`config.mk`:
```
export PLATFORM = sky130hd
export DESIGN_NAME = keypad_scanner
export DESIGN_NICKNAME = d
export VERILOG_FILES = /design/src/rtl/keypad_scanner.sv
export SDC_FILE = /design/constraint.sdc
export NUM_CORES = 1
export LEC_CHECK = 0
export ABC_AREA = 1
export CORE_AREA = 8 8 101 103
export CTS_BUF_LIST = sky130_fd_sc_hd__clkbuf_8
export DETAILED_ROUTE_END_ITERATION = 10
export DIE_AREA = 0 0 109 111
export PLACE_DENSITY_LB_ADDON = 0.2
export SETUP_SLACK_MARGIN = 0.4
export SLEW_MARGIN = 20
export SYNTH_ARGS = -nofsm -noshare
export SYNTH_HDL_FRONTEND = slang
export SYNTH_SLANG_ARGS = --single-unit
```
`constraint.sdc`:
```
create_clock -name led_clk -period 6.6 [get_ports led_clk]
set_input_delay 1.65 -clock led_clk [delete_from_list [all_inputs] [get_ports led_clk]]
set_output_delay 1.65 -clock led_clk [all_outputs]
set_load 0.02 [all_outputs]
```
`src/rtl/keypad_scanner.sv`:
```
// rtl/keypad_scanner.sv - 4x4 matrix keypad scanner with debounce, change encoder and event FIFO
//
// Scans a 4x4 active-low key matrix one column at a time, debounces the
// whole 16-key map over several frames, and emits one event code per key
// whose debounced state changed into a 4-entry FIFO.
//
// Ports:
//   led_clk      clock
//   rst          synchronous active-high reset
//   row[3:0]     matrix rows, active-low, asynchronous to led_clk
//   col[3:0]     column drive, one-hot active-low
//   read_enable  pop strobe from the consumer
//   data[7:0]    FIFO head code: [7]=release, [3:0]=key index; 0x00 when empty
//   ready        FIFO non-empty
//   overflow     sticky, a code was dropped because the FIFO was full
//   key_down     at least one debounced key is pressed
`timescale 1ns/1ps

module keypad_scanner #(
  parameter int SETTLE_CYCLES   = 3,
  parameter int DEBOUNCE_FRAMES = 8
) (
  input  logic       led_clk,
  input  logic       rst,
  input  logic [3:0] row,
  output logic [3:0] col,
  input  logic       read_enable,
  output logic [7:0] data,
  output logic       ready,
  output logic       overflow,
  output logic       key_down
);

  localparam int SW = $clog2(SETTLE_CYCLES + 2);
  localparam int DW = $clog2(DEBOUNCE_FRAMES + 1);

  typedef enum logic {IDLE, ENCODE} enc_state_t;

  logic [3:0]      row_s1_q, row_s1_d, row_s2_q, row_s2_d;
  logic [1:0]      col_idx_q, col_idx_d;
  logic [SW-1:0]   settle_q, settle_d;
  logic [15:0]     raw_q, raw_d, prev_q, prev_d, deb_q, deb_d, old_q, old_d;
  logic [DW-1:0]   stable_q, stable_d;
  enc_state_t      state_q, state_d;
  logic [3:0]      enc_k_q, enc_k_d;
  logic [3:0][7:0] mem_q, mem_d;
  logic [1:0]      rd_q, rd_d, wr_q, wr_d;
  logic [2:0]      count_q, count_d;
  logic            ovf_q, ovf_d;

  logic        col_last, frame_end, commit;
  logic [15:0] raw_cur;
  logic        push, pop, full, accept, drop;
  logic [7:0]  code;

  always_comb begin
    row_s1_d  = row;
    row_s2_d  = row_s1_q;
    col_idx_d = col_idx_q;
    settle_d  = settle_q;
    raw_d     = raw_q;
    prev_d    = prev_q;
    deb_d     = deb_q;
    old_d     = old_q;
    stable_d  = stable_q;
    state_d   = state_q;
    enc_k_d   = enc_k_q;
    mem_d     = mem_q;
    rd_d      = rd_q;
    wr_d      = wr_q;
    count_d   = count_q;
    ovf_d     = ovf_q;
    push      = 1'b0;
    code      = 8'h00;
    commit    = 1'b0;

    // Column scan: the last settle count of a column is its sampling cycle.
    col_last  = (settle_q == SW'(SETTLE_CYCLES));
    frame_end = col_last && (col_idx_q == 2'd3);
    if (col_last) begin
      settle_d  = '0;
      col_idx_d = col_idx_q + 2'd1;
    end else begin
      settle_d  = settle_q + SW'(1);
    end

    // Raw map including the column sampled this cycle, so the frame-end
    // comparison sees column 3 without waiting a cycle.
    raw_cur = raw_q;
    if (col_last) begin
      for (int r = 0; r < 4; r++) begin
        raw_cur[{2'(r), col_idx_q}] = ~row_s2_q[r];
      end
    end
    raw_d = raw_cur;

    if (frame_end) begin
      prev_d = raw_cur;
      if (raw_cur == prev_q) begin
        if (stable_q != DW'(DEBOUNCE_FRAMES)) stable_d = stable_q + DW'(1);
      end else begin
        stable_d = '0;
      end
      // Commit only on the transition into saturation, not while held there.
      commit = (stable_d == DW'(DEBOUNCE_FRAMES)) && (stable_q != DW'(DEBOUNCE_FRAMES));
    end
    if (commit) begin
      deb_d = raw_cur;
      old_d = deb_q;
    end

    // Encoder walks all 16 bits so the event order is always ascending k.
    case (state_q)
      IDLE: begin
        if (commit) begin
          state_d = ENCODE;
          enc_k_d = 4'd0;
        end
      end
      ENCODE: begin
        if (deb_q[enc_k_q] != old_q[enc_k_q]) begin
          push = 1'b1;
          code = {old_q[enc_k_q], 3'b000, enc_k_q};
        end
        enc_k_d = enc_k_q + 4'd1;
        if (enc_k_q == 4'd15) state_d = IDLE;
      end
      default: state_d = IDLE;
    endcase

    // Event FIFO; a pop frees the slot for a same-cycle push when full.
    pop    = read_enable && (count_q != 3'd0);
    full   = (count_q == 3'd4);
    accept = push && (!full || pop);
    drop   = push && full && !pop;
    if (pop) rd_d = rd_q + 2'd1;
    if (accept) begin
      mem_d[wr_q] = code;
      wr_d        = wr_q + 2'd1;
    end
    case ({accept, pop})
      2'b10:   count_d = count_q + 3'd1;
      2'b01:   count_d = count_q - 3'd1;
      default: count_d = count_q;
    endcase
    if (pop)       ovf_d = 1'b0;
    else if (drop) ovf_d = 1'b1;
  end

  always_ff @(posedge led_clk) begin
    if (rst) begin
      row_s1_q  <= 4'b1111;
      row_s2_q  <= 4'b1111;
      col_idx_q <= 2'd0;
      settle_q  <= '0;
      raw_q     <= '0;
      prev_q    <= '0;
      deb_q     <= '0;
      old_q     <= '0;
      stable_q  <= '0;
      state_q   <= IDLE;
      enc_k_q   <= 4'd0;
      mem_q     <= '0;
      rd_q      <= 2'd0;
      wr_q      <= 2'd0;
      count_q   <= 3'd0;
      ovf_q     <= 1'b0;
    end else begin
      row_s1_q  <= row_s1_d;
      row_s2_q  <= row_s2_d;
      col_idx_q <= col_idx_d;
      settle_q  <= settle_d;
      raw_q     <= raw_d;
      prev_q    <= prev_d;
      deb_q     <= deb_d;
      old_q     <= old_d;
      stable_q  <= stable_d;
      state_q   <= state_d;
      enc_k_q   <= enc_k_d;
      mem_q     <= mem_d;
      rd_q      <= rd_d;
      wr_q      <= wr_d;
      count_q   <= count_d;
      ovf_q     <= ovf_d;
    end
  end

  // Outputs are forced to their reset values while rst is high, even
  // before the first clock edge has cleared the registers.
  assign col      = rst ? 4'b1110 : ~(4'b0001 << col_idx_q);
  assign ready    = !rst && (count_q != 3'd0);
  assign data     = ready ? mem_q[rd_q] : 8'h00;
  assign overflow = !rst && ovf_q;
  assign key_down = !rst && (|deb_q);

endmodule

```
Word level (Yosys, flattened, before mapping)
Index checks and enable logic that the tools add are counted.
- $add $sub $neg: 8
- bitwise gates (word level): 6
- magnitude comparators: 12
- reductions and logical operators: 23
- equal/unequal tests: 11
- $mul: 0
- shift operators: 1
- div/mod/pow operators: 0
- mux-type cells: 38
- operator list (kind ; number):
    16-bit bitwise mux ; 4
    8-bit 2-to-1 mux ; 5
    32-bit bitwise mux ; 1
    4-bit 2-to-1 mux ; 5
    8-bit binary-select mux with 2-bit select ; 1
    8-bit demux with 2-bit select ; 1
    16-bit equality test ; 1
    16-bit 2-to-1 mux ; 1
    16-bit OR reduction ; 1
    4-bit by 5-bit < comparator with 1-bit output (second input constant) ; 3
    1-bit logical AND ; 14
    1-bit 2-to-1 mux ; 11
    4-bit by 1-bit adder with 4-bit output (second input constant) ; 2
    1-bit binary-select mux with 4-bit select ; 2
    1-bit demux with 2-bit select ; 4
    4-bit equality test (second input constant) ; 2
    4-bit by 1-bit greater-or-equal comparator with 1-bit output (second input constant) ; 2
    4-bit case mux with 2 select lines ; 1
    2-bit by 1-bit adder with 2-bit output (second input constant) ; 3
    3-bit by 1-bit adder with 3-bit output (second input constant) ; 2
    2-bit by 3-bit < comparator with 1-bit output (second input constant) ; 2
    3-bit case mux with 2 select lines ; 1
    2-bit by 5-bit < comparator with 1-bit output (second input constant) ; 1
    3-bit by 5-bit < comparator with 1-bit output (second input constant) ; 1
    other kinds (19) ; 28
- input bits: 7
- bits in registers: 126
- memories: 0
- bits in read-only memories: 0
- memory bits (writable): 0
- word-level logic and storage cells: 118
- bits in latches: 0

Logic depth before layout (Yosys ltp)
- depth after elaboration: 17
- mapped depth: 20
- depth with buffers taken out: 18

Worst setup path after synthesis
OpenSTA, ideal clock, no wires.
- path type: input -> output
- start: in rst
- end: out data[0]
- path buffers: 1
- cell stages on the path: 4
- arrival: 2.513 ns
- data required time: 4.950 ns
- path slack: 2.437 ns
- cells stage by stage: inv_1 clkbuf_1 nand2_1 a21oi_1
- longest elaborated chain between the ends: 3
- ends and longest elaborated chain (element ; line ; source):
    from (decl) ; 24 ; input logic rst,
    1-bit zero test ; 191 ; assign ready = !rst && (count_q != 3'd0);
    1-bit logical AND ; 191 ;
    8-bit 2-to-1 mux ; 192 ; assign data = ready ? mem_q[rd_q] : 8'h00;
    to (decl) ; 28 ; output logic [7:0] data,
Every way passes these cells.

Final worst setup path
- start: in rst
- end: out data[2]
The elaborated chain is that of the path after synthesis.

==> impl_metrics.json <==
{
  "run_status": "finished clean",
  "clk_pin_slew_ns": 0.06,
  "drive_gt1_share_pct": 8.31,
  "worstSetupStartpoint": "rst",
  "die_width_um": 109,
  "crit_end": "data[2]",
  "yosys_warnings": 0,
  "min_path_type": "reg2reg",
  "r2r-start": "enc_k_q[0]$_SDFFE_PP0P_",
  "tightest_slew_ns": 0.927,
  "antenna_cells": 0,
  "final_cell_mix": "138 x nand2_1, 116 x nor2_1, 114 x dfxtp_1, 95 x o21ai_0, 82 x inv_1",
  "relSlewSlack_pct": 38.2,
  "drc": 0,
  "setup-tns-final_ns": 0,
  "synth_cell_types": 31,
  "synth_top_cell_area_share_pct": 42.0,
  "crit_top_cell": "clkdlybuf4s50_1",
  "synth_area_sq_mm": 0.00544,
  "cts_buffers": 17,
  "hpwl_um": 8250,
  "synth_top_area_cell": "dfxtp_1",
  "crit_cells": 5,
  "switching_share_pct": 26.9,
  "postCtsSetupBuffers": 0,
  "wl_um": 12200,
  "rsz0062_at_grt": "false",
  "io-pin-count": 22,
  "num_vias": 4919,
  "first_global_vias": 4491,
  "routabilityCongestion": 0.860,
  "layout.cells.most_common": "nand2_1",
  "worst-path-buf-inv": 3,
  "root_buffer": "clkbuf_8",
  "irDropWorstVdd_mv": 0.189,
  "synthCells": 778,
  "die_area_sq_mm": 0.0121,
  "crit_slowest_cell": "clkdlybuf4s50_1",
  "wl_per_cell_um": 13.6,
  "switching_power_mw": 0.430,
  "clk_path_buf_depth": 2,
  "critPathLaunchType": "primary input",
  "powerDensity_mw_per_mm2": 268,
  "cts.sinks": 114,
  "coreArea_sq_mm": 0.00855,
  "skew_ns": 0.0123,
  "grt_max_degree": 66,
  "antenna_found_initial": 0,
  "crit_path_max_fanout": 23,
  "grt_pass1_wl_um": 20600,
  "ys_ff_latch": 114,
  "cts_hold_buffers": 0,
  "nFillCells": 742,
  "layout_setup_ws_ns": 1.47,
  "cap_violations": 0,
  "worstPathArrival_ns": 3.48,
  "r2r_end": "mem_q[18]$_SDFFE_PP0P_",
  "cp_top_family": "buffers and inverters",
  "synth_area_leaders": "dfxtp_1 42%, nand2_1 9.5%, o21ai_0 8.7%",
  "drtPass1Iterations": 5,
  "seq_power_share_pct": 45.3,
  "first_iter_violations": 274,
  "die_y_um": 111,
  "yosysSeqAreaShare_pct": 42.0,
  "setup_violations": 0,
  "clock_latency_ns": 0.43,
  "nets": 806,
  "leakagePower_nw": 2.54,
  "floorplan.rows": 34,
  "ant_nets": 0,
  "slew_violations": 0,
  "initial_utilization_pct": 63.6,
  "crit_required_ns": 4.95,
  "area_growth_pct": 9.97,
  "finalCritPeriodShare_pct": 77.8,
  "synth_area_per_cell_sq_um": 6.99,
  "cpPeakStageDelay_ns": 0.62,
  "combPwrFrac_pct": 12.3,
  "cts_tree": "built",
  "path_class": "in2out",
  "p_int_mw": 1.17,
  "io_buffers": 18,
  "r2r.worst_path.cells": 14,
  "post_cts_resized": 0,
  "crit_chain": "clkdlybuf4s50_1, inv_2, nand2_1, a21oi_1, clkdlybuf4s50_1",
  "pre_cts_ws_ns": 1.45,
  "cts_max_level": 4,
  "clkPwrFrac_pct": 42.4,
  "finalCriticalPeriod_ns": 5.13,
  "gr-total-overflow": 0,
  "final_hold_viol_count": 0,
  "cp-end-kind": "output pin",
  "clock.fmax_mhz": 195,
  "reg2reg_slack_ns": 2.89,
  "routed_via_density": 5.45,
  "grt_usage_pct": 20.8
}
-- power groups by stage --
stage	clock network (mW)	registers (mW)	logic [mW]
after global placement	0	0.739	0.191
after CTS	0.682	0.725	0.198
after floorplan	0	0.731	0.153
after global routing	0.716	0.728	0.224
final	0.678	0.725	0.197
after detailed placement	0	0.740	0.198
-- area by class of cell --
class / instances / area, sq um / area share (%)
clock inverter: 10 / 134 / 2.24
clock buffer: 20 / 275 / 4.60
timing repair buffer: 20 / 195 / 3.26
multi-input combinational: 541 / 2620 / 43.9
tap: 108 / 135 / 2.26
sequential: 114 / 2280 / 38.2
inverter: 89 / 334 / 5.59
-- cells in the mapped netlist --
| master | number |
|---|---|
| buf_4 | 4 |
| a21oi_1 | 69 |
| nor2_8 | 1 |
| or2_2 | 8 |
| buf_1 | 1 |
| nor2_2 | 11 |
| nor2_1 | 116 |
| clkinv_1 | 6 |
| fa_1 | 1 |
| clkbuf_1 | 22 |
| nand4_1 | 1 |
| conb_1 | 1 |
| buf_6 | 7 |
| a41oi_1 | 1 |
| clkbuf_2 | 1 |
| nand3_1 | 51 |
| a31oi_1 | 1 |
| nor4_1 | 4 |
| buf_2 | 1 |
| ha_1 | 15 |
| o221ai_1 | 4 |
| o22ai_1 | 4 |
| nand3_2 | 2 |
| nand2_2 | 11 |
| nand2_1 | 138 |
| o21ai_0 | 95 |
| inv_1 | 83 |
| a211oi_1 | 1 |
| dfxtp_1 | 114 |
| xor2_1 | 2 |
| o31ai_1 | 2 |
-- registers in the layout (all words and copies together) (netlist names), 3 cells and up --
| name | flops |
|---|---|
| stable_q | 4 |
| enc_k_q | 4 |
| row_s1_q | 4 |
| prev_q | 16 |
| settle_q | 3 |
| old_q | 16 |
| deb_q | 16 |
| raw_q | 16 |
| mem_q | 20 |
| row_s2_q | 4 |
| count_q | 3 |
-- per-layer routing --
metal / vias up / routed length, um / global-route usage (%) / share of wire [%]
li1: 2503 / - / - / -
met4: 0 / 368 / 8.77 / 3.0
met2: 152 / 5940 / 33.7 / 49
met5: - / 0 / 0 / 0
met3: 37 / 623 / 5.87 / 5.1
met1: 2227 / 5300 / 25.0 / 43
-- stage by stage --
step	total power, mW	util, %	area, sq um	hold slack, ns	cells
after floorplan	0.884	-	5440	0.389	780
after global placement	0.930	65.1	5570	0.392	872
after detailed placement	0.938	65.1	5570	0.398	872
after CTS	1.60	69.9	5980	0.413	902
after global routing	1.67	69.9	5980	0.425	902
final	1.60	69.9	5980	0.410	902
-- worst min-delay path by stage --
stage                                 from  slack, ns                      to  depth (start not counted)
floorplan           row_s1_q[0]$_SDFF_PP1_       0.39  row_s2_q[0]$_SDFF_PP1_                          1
detailed placement  row_s1_q[1]$_SDFF_PP1_       0.40  row_s2_q[1]$_SDFF_PP1_                          1
global placement    row_s1_q[1]$_SDFF_PP1_       0.39  row_s2_q[1]$_SDFF_PP1_                          1
CTS                 row_s1_q[1]$_SDFF_PP1_       0.41  row_s2_q[1]$_SDFF_PP1_                          1
global route        row_s1_q[2]$_SDFF_PP1_       0.42  row_s2_q[2]$_SDFF_PP1_                          1
finish              row_s1_q[0]$_SDFF_PP1_       0.41  row_s2_q[0]$_SDFF_PP1_                          1
-- logic make-up (layout without fill, tap and decap cells) --
logic type                 after synthesis  after routing  share of synthesized area [%]
DFF                                    114            114                           42.0
other                                    1              3                         0.0690
buffers and inverters                  125            139                           9.92
adders and majority gates               16             16                           3.82
and+or+nand+nor                        343            343                           27.0
AOI/OAI and AO/OA                      177            177                           16.9
xor gates and xnor gates                 2              2                          0.322
No activity file was read; power rests on OpenSTA's default activity.
